[config.mk]
export PLATFORM = sky130hd
export DESIGN_NAME = serial_word_collector
export DESIGN_NICKNAME = d
export VERILOG_FILES = /design/src/rtl/serial_word_collector.sv
export SDC_FILE = /design/constraint.sdc
export NUM_CORES = 1
export LEC_CHECK = 0
export ABC_AREA = 1
export BUFFER_PORTS_ARGS = -buffer_cell sky130_fd_sc_hd__buf_2
export CAP_MARGIN = 20
export CORE_MARGIN = 5
export CORE_UTILIZATION = 54
export DETAILED_ROUTE_END_ITERATION = 8
export GPL_TIMING_DRIVEN = 0
export PLACE_DENSITY = 0.77
export SYNTH_ARGS = -nofsm -noshare
export SYNTH_HDL_FRONTEND = slang
export SYNTH_SLANG_ARGS = --single-unit
[constraint.sdc]
create_clock -name clk -period 1.2 [get_ports clk]
set_input_delay 0.12 -clock clk [delete_from_list [all_inputs] [get_ports clk]]
set_output_delay 0.12 -clock clk [all_outputs]
set_load 0.05 [all_outputs]
[src/rtl/serial_word_collector.sv]
// Serial-to-parallel word assembler with a one-entry valid/ready output slot.
// A second completed word is parked in the shift register (FULL) until the slot frees up.
module serial_word_collector #(
    parameter int WIDTH = 7,
    parameter int CNT_W = 8
) (
    input  logic             clk,
    input  logic             rst,
    input  logic             ser_in,
    input  logic             ser_valid,
    output logic             ser_ready,
    input  logic             flush,
    output logic [WIDTH-1:0] word_out,
    output logic             word_valid,
    input  logic             word_ready,
    output logic [CNT_W-1:0] words_done
);

    localparam int BW = (WIDTH > 2) ? $clog2(WIDTH) : 1;

    typedef enum logic {
        COLLECT,
        FULL
    } state_t;

    state_t           state;
    state_t           state_next;
    logic [WIDTH-1:0] sh;
    logic [BW-1:0]    bit_cnt;
    logic [WIDTH-1:0] complete;
    logic             slot_free;
    logic             xfer;
    logic             last_bit;
    logic             load_new;
    logic             load_sh;

    assign slot_free = !word_valid || word_ready;
    assign xfer      = word_valid && word_ready;
    assign complete  = {sh[WIDTH-2:0], ser_in};
    assign last_bit  = (bit_cnt == BW'(WIDTH - 1));

    always_ff @(posedge clk) begin
        if (rst) begin
            state <= COLLECT;
        end else begin
            state <= state_next;
        end
    end

    // ser_ready depends only on state (and reset), never on word_ready.
    always_comb begin
        state_next = state;
        ser_ready  = 1'b0;
        load_new   = 1'b0;
        load_sh    = 1'b0;
        case (state)
            COLLECT: begin
                ser_ready = !rst;
                if (ser_valid && !flush && last_bit) begin
                    if (slot_free) begin
                        load_new = 1'b1;
                    end else begin
                        state_next = FULL;
                    end
                end
            end
            FULL: begin
                if (slot_free) begin
                    load_sh    = 1'b1;
                    state_next = COLLECT;
                end
            end
            default: state_next = COLLECT;
        endcase
    end

    always_ff @(posedge clk) begin
        if (rst) begin
            sh         <= '0;
            bit_cnt    <= '0;
            word_out   <= '0;
            word_valid <= 1'b0;
            words_done <= '0;
        end else begin
            if (state == COLLECT) begin
                if (flush) begin
                    sh      <= '0;
                    bit_cnt <= '0;
                end else if (ser_valid) begin
                    sh      <= complete;
                    bit_cnt <= last_bit ? '0 : bit_cnt + 1'b1;
                end
            end

            if (load_new) begin
                word_out <= complete;
            end else if (load_sh) begin
                word_out <= sh;
            end

            // A reload in the same cycle as a transfer keeps the slot occupied.
            if (load_new || load_sh) begin
                word_valid <= 1'b1;
            end else if (xfer) begin
                word_valid <= 1'b0;
            end

            if (xfer) begin
                words_done <= words_done + 1'b1;
            end
        end
    end

endmodule

==> impl_metrics.csv, run 1 <==
group,metric,value,unit
global_route,grt_remaining_overflow,0,
pwr,p_leak,0.000779,uW
yosys,synth.most_common_cell,"nand2_1",
clocking,clk_latency,0.32,ns
pwr,power-per-cell-area,873,nW/um2
global_route,grt_antenna_before_repair,0,
final_layout,nets,232,
setup_path,rr_startpoint,"state",
place,portBuffers,21,
floorplan,coreArea,2410,um2
yosys,syn_inst,194,
run_status,status,"finished with violations",
timing,finalClockSkew,0.00921,ns
setup_path,path_max_fanout,9,
setup_path,crit_type,"reg2reg",
clocking,cts.reportedPaths.clkPinSlew,0.15,ns
yosys,yosysTopAreaCellShare,40.9,%
clocking,htreeDepth,1,
timing,setup_violations,1,
yosys,synth_adder_area_share,0.946,%
yosys,async_reset_ff_share,0,%
yosys,ys.warnings.count,0,
place,dp_slack,0.0308,ns
yosys,muxShareOfSynthArea,0,%
yosys,yosys.area_share.simple,37.2,%
yosys,synth-main-ff-cell,"dfxtp_1",
setup_path,r2r_slack,-0.006,ns
floorplan,die_h,59.5,um
timing,final-hold-violation-count,0,
setup_path,reg2regPathDepth,7,
timing,rsz0062_at_grt,"yes",
final_layout,final_area,1600,um2
final_layout,final_util,66.5,%
place,gp_congestion,0.815,
pwr,ir_drop,907,uV
floorplan,fp.dieW,59.5,um
yosys,synth_edf_count,0,
drt,vias_per_cell,4.84,
setup_path,startpoint_type,"flop",
pwr,p_total,1400,uW
place,hpwlAfterDp,1990,um
yosys,synthesis.area,1320,um2
worst_hold_path,min_to,"sh[0]",
final_layout,drive_gt1_share,33.0,%
yosys,synth_area_leaders,"dfxtp_1 (41%), nand2_1 (15%), nand3_1 (7.9%)",
drt,drc,0,
global_route,grt_usage,16.9,%
yosys,synth.avg_cell_area,6.82,um2
drt,postRouteAntennaNets,0,
place,placed_cell_area,1480,um2
timing,tightestPinTransition,0.282,ns
worst_hold_path,min_from,"ser_in",
setup_path,crit_required,1.44,ns
global_route,grt_start_max_net_pins,16,
floorplan,ios,23,
setup_path,critPathCaptureType,"flop",
clocking,clockBufferDepth,2,
drt,wl,2850,um
run_status,violations,"setup timing",
yosys,synth_seq_cells,27,
timing,fin_crit,1.21,ns
clocking,hold_buffers,0,
yosys,synth-xor-area-share,0.662,%
yosys,synth.largest_area_cell,"dfxtp_1",
timing,setup_ws,-0.00645,ns
floorplan,rows,18,
setup_path,regToRegEndpoint,"word_out[6]",
setup_path,worstPathArrival,1.45,ns
worst_hold_path,hp-class,"in2reg",
final_layout,areaGrowthSynthToFinish,21.1,%
final_layout,antenna_cells,0,
yosys,synth_top_family_by_area,"simple AND/OR/NAND/NOR gates",
run,maxCapViolations,0,
drt,wl_per_cell,11.2,um
yosys,synth_common_cells,"nand2_1 (53), dfxtp_1 (27), inv_1 (24), nand3_1 (21), nor2_1 (21)",
clocking,cts_inserted_buffers,3,
global_route,grt_pass1_vias,1128,
drt,drt-initial-drc-count,38,
timing,maxSlewViolCount,0,
drt,vias,1229,
clocking,tritoncts,"done",
yosys,synth_cell_types,21,
global_route,grt_pass1_wl,4620,um
yosys,seq_area_frac_synth,40.9,%
floorplan,initial_core_util,54.9,%
worst_hold_path,holdPathStages,3,
timing,max-slew-margin-rel,81.1,%
yosys,synth-compound-area-share,9.74,%
clocking,cts_sinks,27,
yosys,synth_nets,201,
timing,fmax,0.829,GHz
drt,firstDrtPassIters,4,
floorplan,die_area,3540,um2
clocking,cts.root.buffer_cell,"clkbuf_4",
timing,finalCritPeriodShare,101,%
==> power by group <==
| part | total [uW] | internal, uW | leakage, uW | switching [uW] |
|---|---|---|---|---|
| Sequential | 903 | 898 | 0.000224 | 5.20 |
| Combinational | 106 | 38.0 | 0.000537 | 68.0 |
| Clock | 389 | 125 | 0.0000177 | 264 |
==> registers in the layout, indices dropped and copies added (netlist names) <==
signal,flops
bit_cnt,3
sh,7
state,1
word_out,7
word_valid,1
words_done,8
==> worst max-delay path by stage <==
stage                          start          end  slack, ns  depth (start not counted)
after floorplan                state        sh[0]      0.002                          5
after global placement    bit_cnt[1]  word_out[0]       0.06                          7
after detailed placement  bit_cnt[1]  word_out[2]       0.03                          8
after CTS                 bit_cnt[0]  word_out[6]      0.003                          8
after global routing      bit_cnt[0]  word_out[6]       -0.1                          8
final                          state  word_out[6]     -0.006                          7
==> per-layer routing <==
layer  track usage [%]  vias up  part of all wire (%)
met3              1.96        5                   4.5
li1                  -      663                     -
met4              6.96        0                   1.2
met5                 0        -                     0
met2              27.6       32                    47
met1              22.4      529                    47
==> layout by cell type, fill, tap and decap left out <==
cell / netlist / layout
buf_8: 0 / 1
inv_6: 0 / 1
ha_1: 1 / 1
nand3_2: 0 / 1
o31ai_1: 3 / 3
clkinv_1: 2 / 2
o21ai_1: 6 / 5
nand3_1: 21 / 20
o21ai_0: 6 / 4
dfxtp_1: 27 / 15
buf_2: 1 / 21
nor2_1: 21 / 19
nor2_4: 3 / 3
nand2_4: 3 / 4
nor3_2: 0 / 1
nand2_1: 53 / 51
nor2_2: 2 / 4
inv_1: 24 / 22
a21oi_1: 6 / 6
o21ai_4: 1 / 1
dfxtp_2: 0 / 10
xor2_1: 1 / 1
inv_2: 6 / 7
buf_4: 2 / 7
clkbuf_4: 0 / 3
o21ai_2: 0 / 3
dfxtp_4: 0 / 2
nor3_1: 2 / 1
clkinv_2: 0 / 1
nand2_2: 3 / 4
==> logic make-up after synthesis <==
family | Yosys count
and+or+nand+nor | 108
DFF | 27
buffers and inverters | 35
AOI/OAI and AO/OA | 22
adders and majority gates | 1
xor gates and xnor gates | 1
==> worst max-delay path, stage by stage (launching register included) <==
cell and delay (ns):
dfxtp_4 0.38, buf_4 0.16, nor2_4 0.22, nand2_4 0.12
o21ai_2 0.09, nand2_1 0.08, inv_1 0.05, nor2_1 0.03
==> area by class of cell <==
class / count / area, um2
well taps: 30 / 37.5
clock buffers: 3 / 22.5
flip-flops and latches: 27 / 561
repair buffers: 26 / 153
multi-input cells: 132 / 678
inverters: 32 / 125
clock inverters: 1 / 5.00
plain buffers: 3 / 20.0
fillers: 214 / 808
==> repair_timing <==
item                       CTS  global route
pin swaps                    0             3
setup endpoints to repair    2            11
gates resized for setup      9            15
buffers inserted             2             3
==> metrics by stage <==
step / TNS [ns] / hold WS [ns] / std cells
after floorplan: 0 / 0.264 / 194
after global placement: 0 / 0.386 / 245
after detailed placement: 0 / 0.380 / 245
after CTS: 0 / 0.0420 / 251
after global routing: -0.561 / 0.0680 / 254
final: -0.00645 / 0.0503 / 254
Power figures use the tool's default switching activity.
==> inputs of run 2 (changes only) <==
--- a/config.mk
+++ b/config.mk
@@ -5,11 +5,10 @@
 export SDC_FILE = /design/constraint.sdc
 export NUM_CORES = 1
 export LEC_CHECK = 0
-export ABC_AREA = 1
 export BUFFER_PORTS_ARGS = -buffer_cell sky130_fd_sc_hd__buf_2
 export CAP_MARGIN = 20
 export CORE_MARGIN = 5
-export CORE_UTILIZATION = 54
+export CORE_UTILIZATION = 53
 export DETAILED_ROUTE_END_ITERATION = 8
 export GPL_TIMING_DRIVEN = 0
 export PLACE_DENSITY = 0.77
==> impl_metrics.csv, run 2 <==
group,metric,value,unit
timing,maxSlewViolCount,0,
yosys,ys.warnings.count,0,
yosys,synth-main-ff-cell,"dfxtp_1",
timing,max-slew-margin-rel,63.2,%
final_layout,fillerInstances,172,
pwr,combPwrFrac,8.1,%
clocking,tritoncts,"done",
yosys,async_reset_ff_share,0,%
drt,firstDrtPassIters,2,
timing,final-hold-violation-count,0,
global_route,grt_start_max_net_pins,16,
global_route,grt_remaining_overflow,0,
clocking,clk_latency,0.33,ns
worst_hold_path,hp-class,"in2reg",
yosys,synth_nets,128,
timing,rsz0062_at_grt,"yes",
yosys,synth_common_cells,"dfxtp_1 (27), nor2_1 (18), a21oi_1 (12)",
floorplan,die_h,57.4,um
pwr,p_leak,0.000632,uW
yosys,synth.most_common_cell,"dfxtp_1",
drt,wl,2780,um
drt,drc,0,
pwr,swShare,24.1,%
timing,finalCritPeriodShare,117,%
final_layout,areaGrowthSynthToFinish,31.3,%
clocking,cts_sinks,27,
drt,vias_per_cell,5.62,
pwr,p_sw,337,uW
run_status,violations,"setup timing",
setup_path,crit_required,1.41,ns
timing,fin_crit,1.41,ns
floorplan,ios,23,
global_route,grt_antenna_before_repair,0,
place,portBuffers,21,
floorplan,fp.dieW,57.4,um
drt,postRouteAntennaNets,0,
clocking,cts_inserted_buffers,3,
yosys,yosysTopAreaCellShare,45.4,%
setup_path,cp-startpoint,"bit_cnt[0]",
drt,wl_per_cell,15.3,um
final_layout,final_area,1560,um2
clocking,cts.root.buffer_cell,"clkbuf_4",
yosys,synth_edf_count,0,
pwr,power-per-cell-area,892,nW/um2
pwr,clkPwrFrac,27.7,%
yosys,syn_inst,121,
clocking,htreeDepth,1,
place,gp_congestion,0.803,
floorplan,rows,17,
final_layout,antenna_cells,0,
clocking,cts.reportedPaths.clkPinSlew,0.14,ns
run,maxCapViolations,0,
yosys,synth.avg_cell_area,9.84,um2
pwr,pwr-share-seq,64.3,%
timing,tightestPinTransition,0.552,ns
clocking,hold_buffers,0,
yosys,synthesis.area,1190,um2
pwr,p_int,1060,uW
setup_path,crit_type,"reg2reg",
yosys,synth_cell_types,31,
final_layout,largest-register,"words_done",
drt,vias,1018,
setup_path,worstPathArrival,1.61,ns
final_layout,top_regs,"words_done x8, sh x7, word_out x7",
setup_path,rr_startpoint,"bit_cnt[0]",
floorplan,coreArea,2170,um2
yosys,synth_area_leaders,"dfxtp_1 (45%), a211oi_2 (7.4%), mux2i_1 (5.9%)",
timing,setup_violations,15,
final_layout,final_cell_mix,"buf_2 (18), dfxtp_1 (18), nor2_1 (17)",
setup_path,critPathCaptureType,"flop",
yosys,synth_seq_cells,27,
final_layout,largest_reg_flops,8,
global_route,grt_pass1_wl,4910,um
global_route,grt_usage,18.8,%
place,placed_cell_area,1350,um2
pwr,ir_drop,801,uV
setup_path,path_max_fanout,7,
timing,tns,-1.54,ns
clocking,clockBufferDepth,2,
floorplan,initial_core_util,54.9,%
worst_hold_path,min_from,"ser_in",
drt,drt-initial-drc-count,27,
global_route,grt_pass1_vias,1038,
setup_path,startpoint_type,"flop",
place,hpwlAfterDp,1750,um
final_layout,nets,161,
timing,setup_ws,-0.208,ns
yosys,synth.largest_area_cell,"dfxtp_1",
timing,finalClockSkew,0.0131,ns
run_status,status,"finished with violations",
floorplan,die_area,3300,um2
final_layout,drive_gt1_share,45.1,%
yosys,seq_area_frac_synth,45.4,%
timing,fmax,0.710,GHz
[run 2: changes by cell type in the layout (fill, tap and decap cells not counted), moves of 7 or more]
cell	change
inv_2	-7
nand3_1	-17
a211oi_2	+7
inv_1	-22
nand2_1	-48
buf_6	+7
[run 2: critical path, stage by stage (launching register included)]
cell and delay [ns]:
dfxtp_4 0.39, nor4b_4 0.29, nand4_2 0.14, buf_6 0.17
mux2i_1 0.20, a211oi_2 0.09
[run 2: cell type report]
class / instances / area [um2] / area share (%)
Clock inverter: 1 / 5.00 / 0.320
Tap cell: 28 / 35.0 / 2.24
Timing Repair Buffer: 29 / 206 / 13.2
Multi-Input combinational cell: 87 / 691 / 44.2
Clock buffer: 3 / 22.5 / 1.44
Buffer: 6 / 40.0 / 2.56
Sequential cell: 27 / 564 / 36.1
[run 2: cell families (layout without fill, tap and decap cells)]
family                     Yosys count  count (layout)  synth area share [%]
muxes                                7               7                  5.88
adders and majority gates            1               1                  1.05
buffers and inverters                7              39                  3.05
AOI/OAI and AO/OA                   33              33                  22.2
xor gates and xnor gates             6               6                  4.41
DFF                                 27              27                  45.4
and+or+nand+nor                     40              40                  18.1
[run 2: what timing repair did]
item / in CTS / in global routing
resized for setup: 18 / 14
pin swaps: 5 / 12
endpoints found under the setup margin: 15 / 22
buffers inserted: 5 / 2
gates cloned: 1 / 0
[run 2: per-layer routing]
layer	part of all wire, %	wire (um)	track usage, %
met4	3.3	91	8.28
met5	0	0	0
met2	51	1400	30.5
met3	3.3	91	3.17
met1	43	1190	24.2
[run 2: stage by stage]
stage                     util [%]  cells  worst slack [ns]  hold WS (ns)  total power [uW]
after floorplan                  -    121            -0.124         0.268               967
after global placement        62.3    170            -0.257         0.383               993
after detailed placement      62.3    170            -0.278         0.390               995
after CTS                     69.1    179            -0.136        0.0417              1400
after global routing          72.1    181            -0.289        0.0659              1460
final                         72.1    181            -0.208        0.0680              1400
[run 2: power groups by stage]
stage | Combinational, uW | Sequential (uW) | Clock [uW]
3_5_place_dp | 77.0 | 918 | 0
6_report | 113 | 897 | 386
3_3_place_gp | 74.8 | 918 | 0
5_1_grt | 123 | 899 | 442
2_1_floorplan | 50.2 | 917 | 0
4_1_cts | 97.5 | 897 | 405
[run 2: worst paths after layout]
kind	slack, ns	end	cells past startpoint
min reg2reg	0.52	words_done[3]	2
max	-0.21	word_out[6]	5
min	0.07	sh[0]	3
max reg2reg	-0.21	word_out[6]	5
==> inputs of run 3 (changes only) <==
--- a/config.mk
+++ b/config.mk
@@ -8,10 +8,10 @@
 export BUFFER_PORTS_ARGS = -buffer_cell sky130_fd_sc_hd__buf_2
 export CAP_MARGIN = 20
 export CORE_MARGIN = 5
-export CORE_UTILIZATION = 53
+export CORE_UTILIZATION = 55
 export DETAILED_ROUTE_END_ITERATION = 8
 export GPL_TIMING_DRIVEN = 0
-export PLACE_DENSITY = 0.77
+export PLACE_DENSITY_LB_ADDON = 0.12
 export SYNTH_ARGS = -nofsm -noshare
 export SYNTH_HDL_FRONTEND = slang
 export SYNTH_SLANG_ARGS = --single-unit
==> constraint.sdc (replaced) <==
create_clock -name clk -period 1.76 [get_ports clk]
set_input_delay 0.176 -clock clk [delete_from_list [all_inputs] [get_ports clk]]
set_output_delay 0.176 -clock clk [all_outputs]
set_load 0.05 [all_outputs]
==> impl_metrics.csv, run 3 (same netlist as run 2, synthesis figures left out) <==
group,metric,value,unit
place,hpwlAfterDp,1770,um
timing,fin_crit,1.59,ns
clocking,clockBufferDepth,2,
final_layout,top_regs,"words_done x8, sh x7, word_out x7",
setup_path,crit_type,"reg2reg",
timing,tns,0,ns
setup_path,critPathCaptureType,"flop",
timing,rsz0062_at_grt,"no",
timing,whs,0.122,ns
drt,drc,0,
final_layout,final_cell_mix,"dfxtp_1 (27), buf_2 (23), nor2_1 (18)",
place,portBuffers,21,
drt,vias_per_cell,5.82,
final_layout,final_area,1360,um2
clocking,cts_sinks,27,
timing,maxSlewViolCount,0,
setup_path,path_max_fanout,7,
floorplan,ios,23,
setup_path,regToRegEndpoint,"word_out[2]",
final_layout,areaGrowthSynthToFinish,14.2,%
global_route,grt_antenna_before_repair,0,
setup_path,startpoint_type,"flop",
clocking,hold_buffers,0,
place,dp_slack,0.222,ns
setup_path,rr_startpoint,"bit_cnt[0]",
global_route,grt_pass1_vias,945,
drt,wl,2370,um
clocking,tritoncts,"done",
run_status,status,"finished, final reports clean",
timing,tightestPinTransition,0.785,ns
final_layout,largest_reg_flops,8,
final_layout,nets,154,
setup_path,worstPathArrival,1.80,ns
clocking,cts_inserted_buffers,3,
timing,finalClockSkew,0.00701,ns
clocking,htreeDepth,1,
timing,finalCritPeriodShare,90.3,%
clocking,cts.reportedPaths.clkPinSlew,0.15,ns
clocking,cts.root.buffer_cell,"clkbuf_4",
drt,wl_per_cell,13.7,um
pwr,p_leak,0.000560,uW
final_layout,drive_gt1_share,27.4,%
global_route,grt_usage,15.6,%
worst_hold_path,min_to,"sh[0]",
drt,firstDrtPassIters,4,
setup_path,crit_required,1.97,ns
global_route,grt_start_max_net_pins,17,
timing,setup_ws,0.171,ns
global_route,grt_pass1_wl,4110,um
floorplan,die_area,3200,um2
drt,drt-initial-drc-count,25,
timing,setup_violations,0,
floorplan,fp.dieW,56.5,um
setup_path,cp-startpoint,"bit_cnt[0]",
global_route,grt_remaining_overflow,0,
setup_path,r2r_slack,0.17,ns
worst_hold_path,hp-class,"in2reg",
drt,postRouteAntennaNets,0,
place,placed_cell_area,1330,um2
final_layout,antenna_cells,0,
floorplan,rows,16,
final_layout,largest-register,"words_done",
clocking,cts_resized,0,
timing,final-hold-violation-count,0,
floorplan,initial_core_util,58.9,%
run,maxCapViolations,0,
timing,max-slew-margin-rel,47.6,%
pwr,power-per-cell-area,693,nW/um2
final_layout,final_common_cell,"dfxtp_1",
drt,vias,1006,
clocking,cts_setup_buffers,0,
place,gp_congestion,0.764,
floorplan,die_h,56.5,um
setup_path,reg2regPathDepth,4,
clocking,clk_latency,0.33,ns
floorplan,coreArea,2020,um2
worst_hold_path,min_from,"ser_in",
worst_hold_path,holdPathStages,3,
timing,fmax,0.629,GHz
pwr,ir_drop,553,uV
run 3: worst max path at each step:
| stage | slack, ns | end | depth (start not counted) |
|---|---|---|---|
| 2_1_floorplan | 0.25 | word_out[0] | 5 |
| 3_3_place_gp | 0.25 | ser_ready | 4 |
| 3_5_place_dp | 0.22 | word_out[2] | 4 |
| 4_1_cts | 0.20 | word_out[2] | 4 |
| 5_1_grt | 0.08 | word_out[3] | 4 |
| 6_report | 0.17 | word_out[2] | 4 |
run 3: report_power, final:
part,leakage [uW],switching (uW),internal [uW],total [uW]
Sequential,0.000218,3.02,614,617
Combinational,0.000328,37.5,14.9,52.4
Clock,0.0000139,186,87.0,273
run 3: metal layers:
metal / GRT usage [%] / routed length (um) / part of all wire (%) / vias up
li1: - / - / - / 499
met2: 27.4 / 1160 / 49 / 32
met3: 3.44 / 125 / 5.3 / 2
met4: 4.07 / 11 / 0.46 / 0
met1: 19.0 / 1070 / 45 / 473
met5: 0 / 0 / 0 / -
run 3: critical path, stage by stage (launching register included):
cell      delay (ns)
dfxtp_1         0.39
nor4b_2         0.35
nand4_2         0.31
mux2i_1         0.32
a211oi_2        0.10
run 3: through the flow:
| stage | std cells | power, uW | utilization [%] |
|---|---|---|---|
| 2_1_floorplan | 121 | 664 | - |
| 3_3_place_gp | 169 | 681 | 65.8 |
| 3_5_place_dp | 169 | 682 | 65.8 |
| 4_1_cts | 173 | 949 | 67.3 |
| 5_1_grt | 173 | 989 | 67.3 |
| 6_report | 173 | 943 | 67.3 |
run 3: area by class of cell:
type	instances	area, um2
Clock buffer	3	22.5
Fill cell	184	662
Buffer	7	36.3
Multi-Input combinational cell	87	614
Timing Repair Buffer	21	105
Sequential cell	27	541
Tap cell	27	33.8
Clock inverter	1	7.51
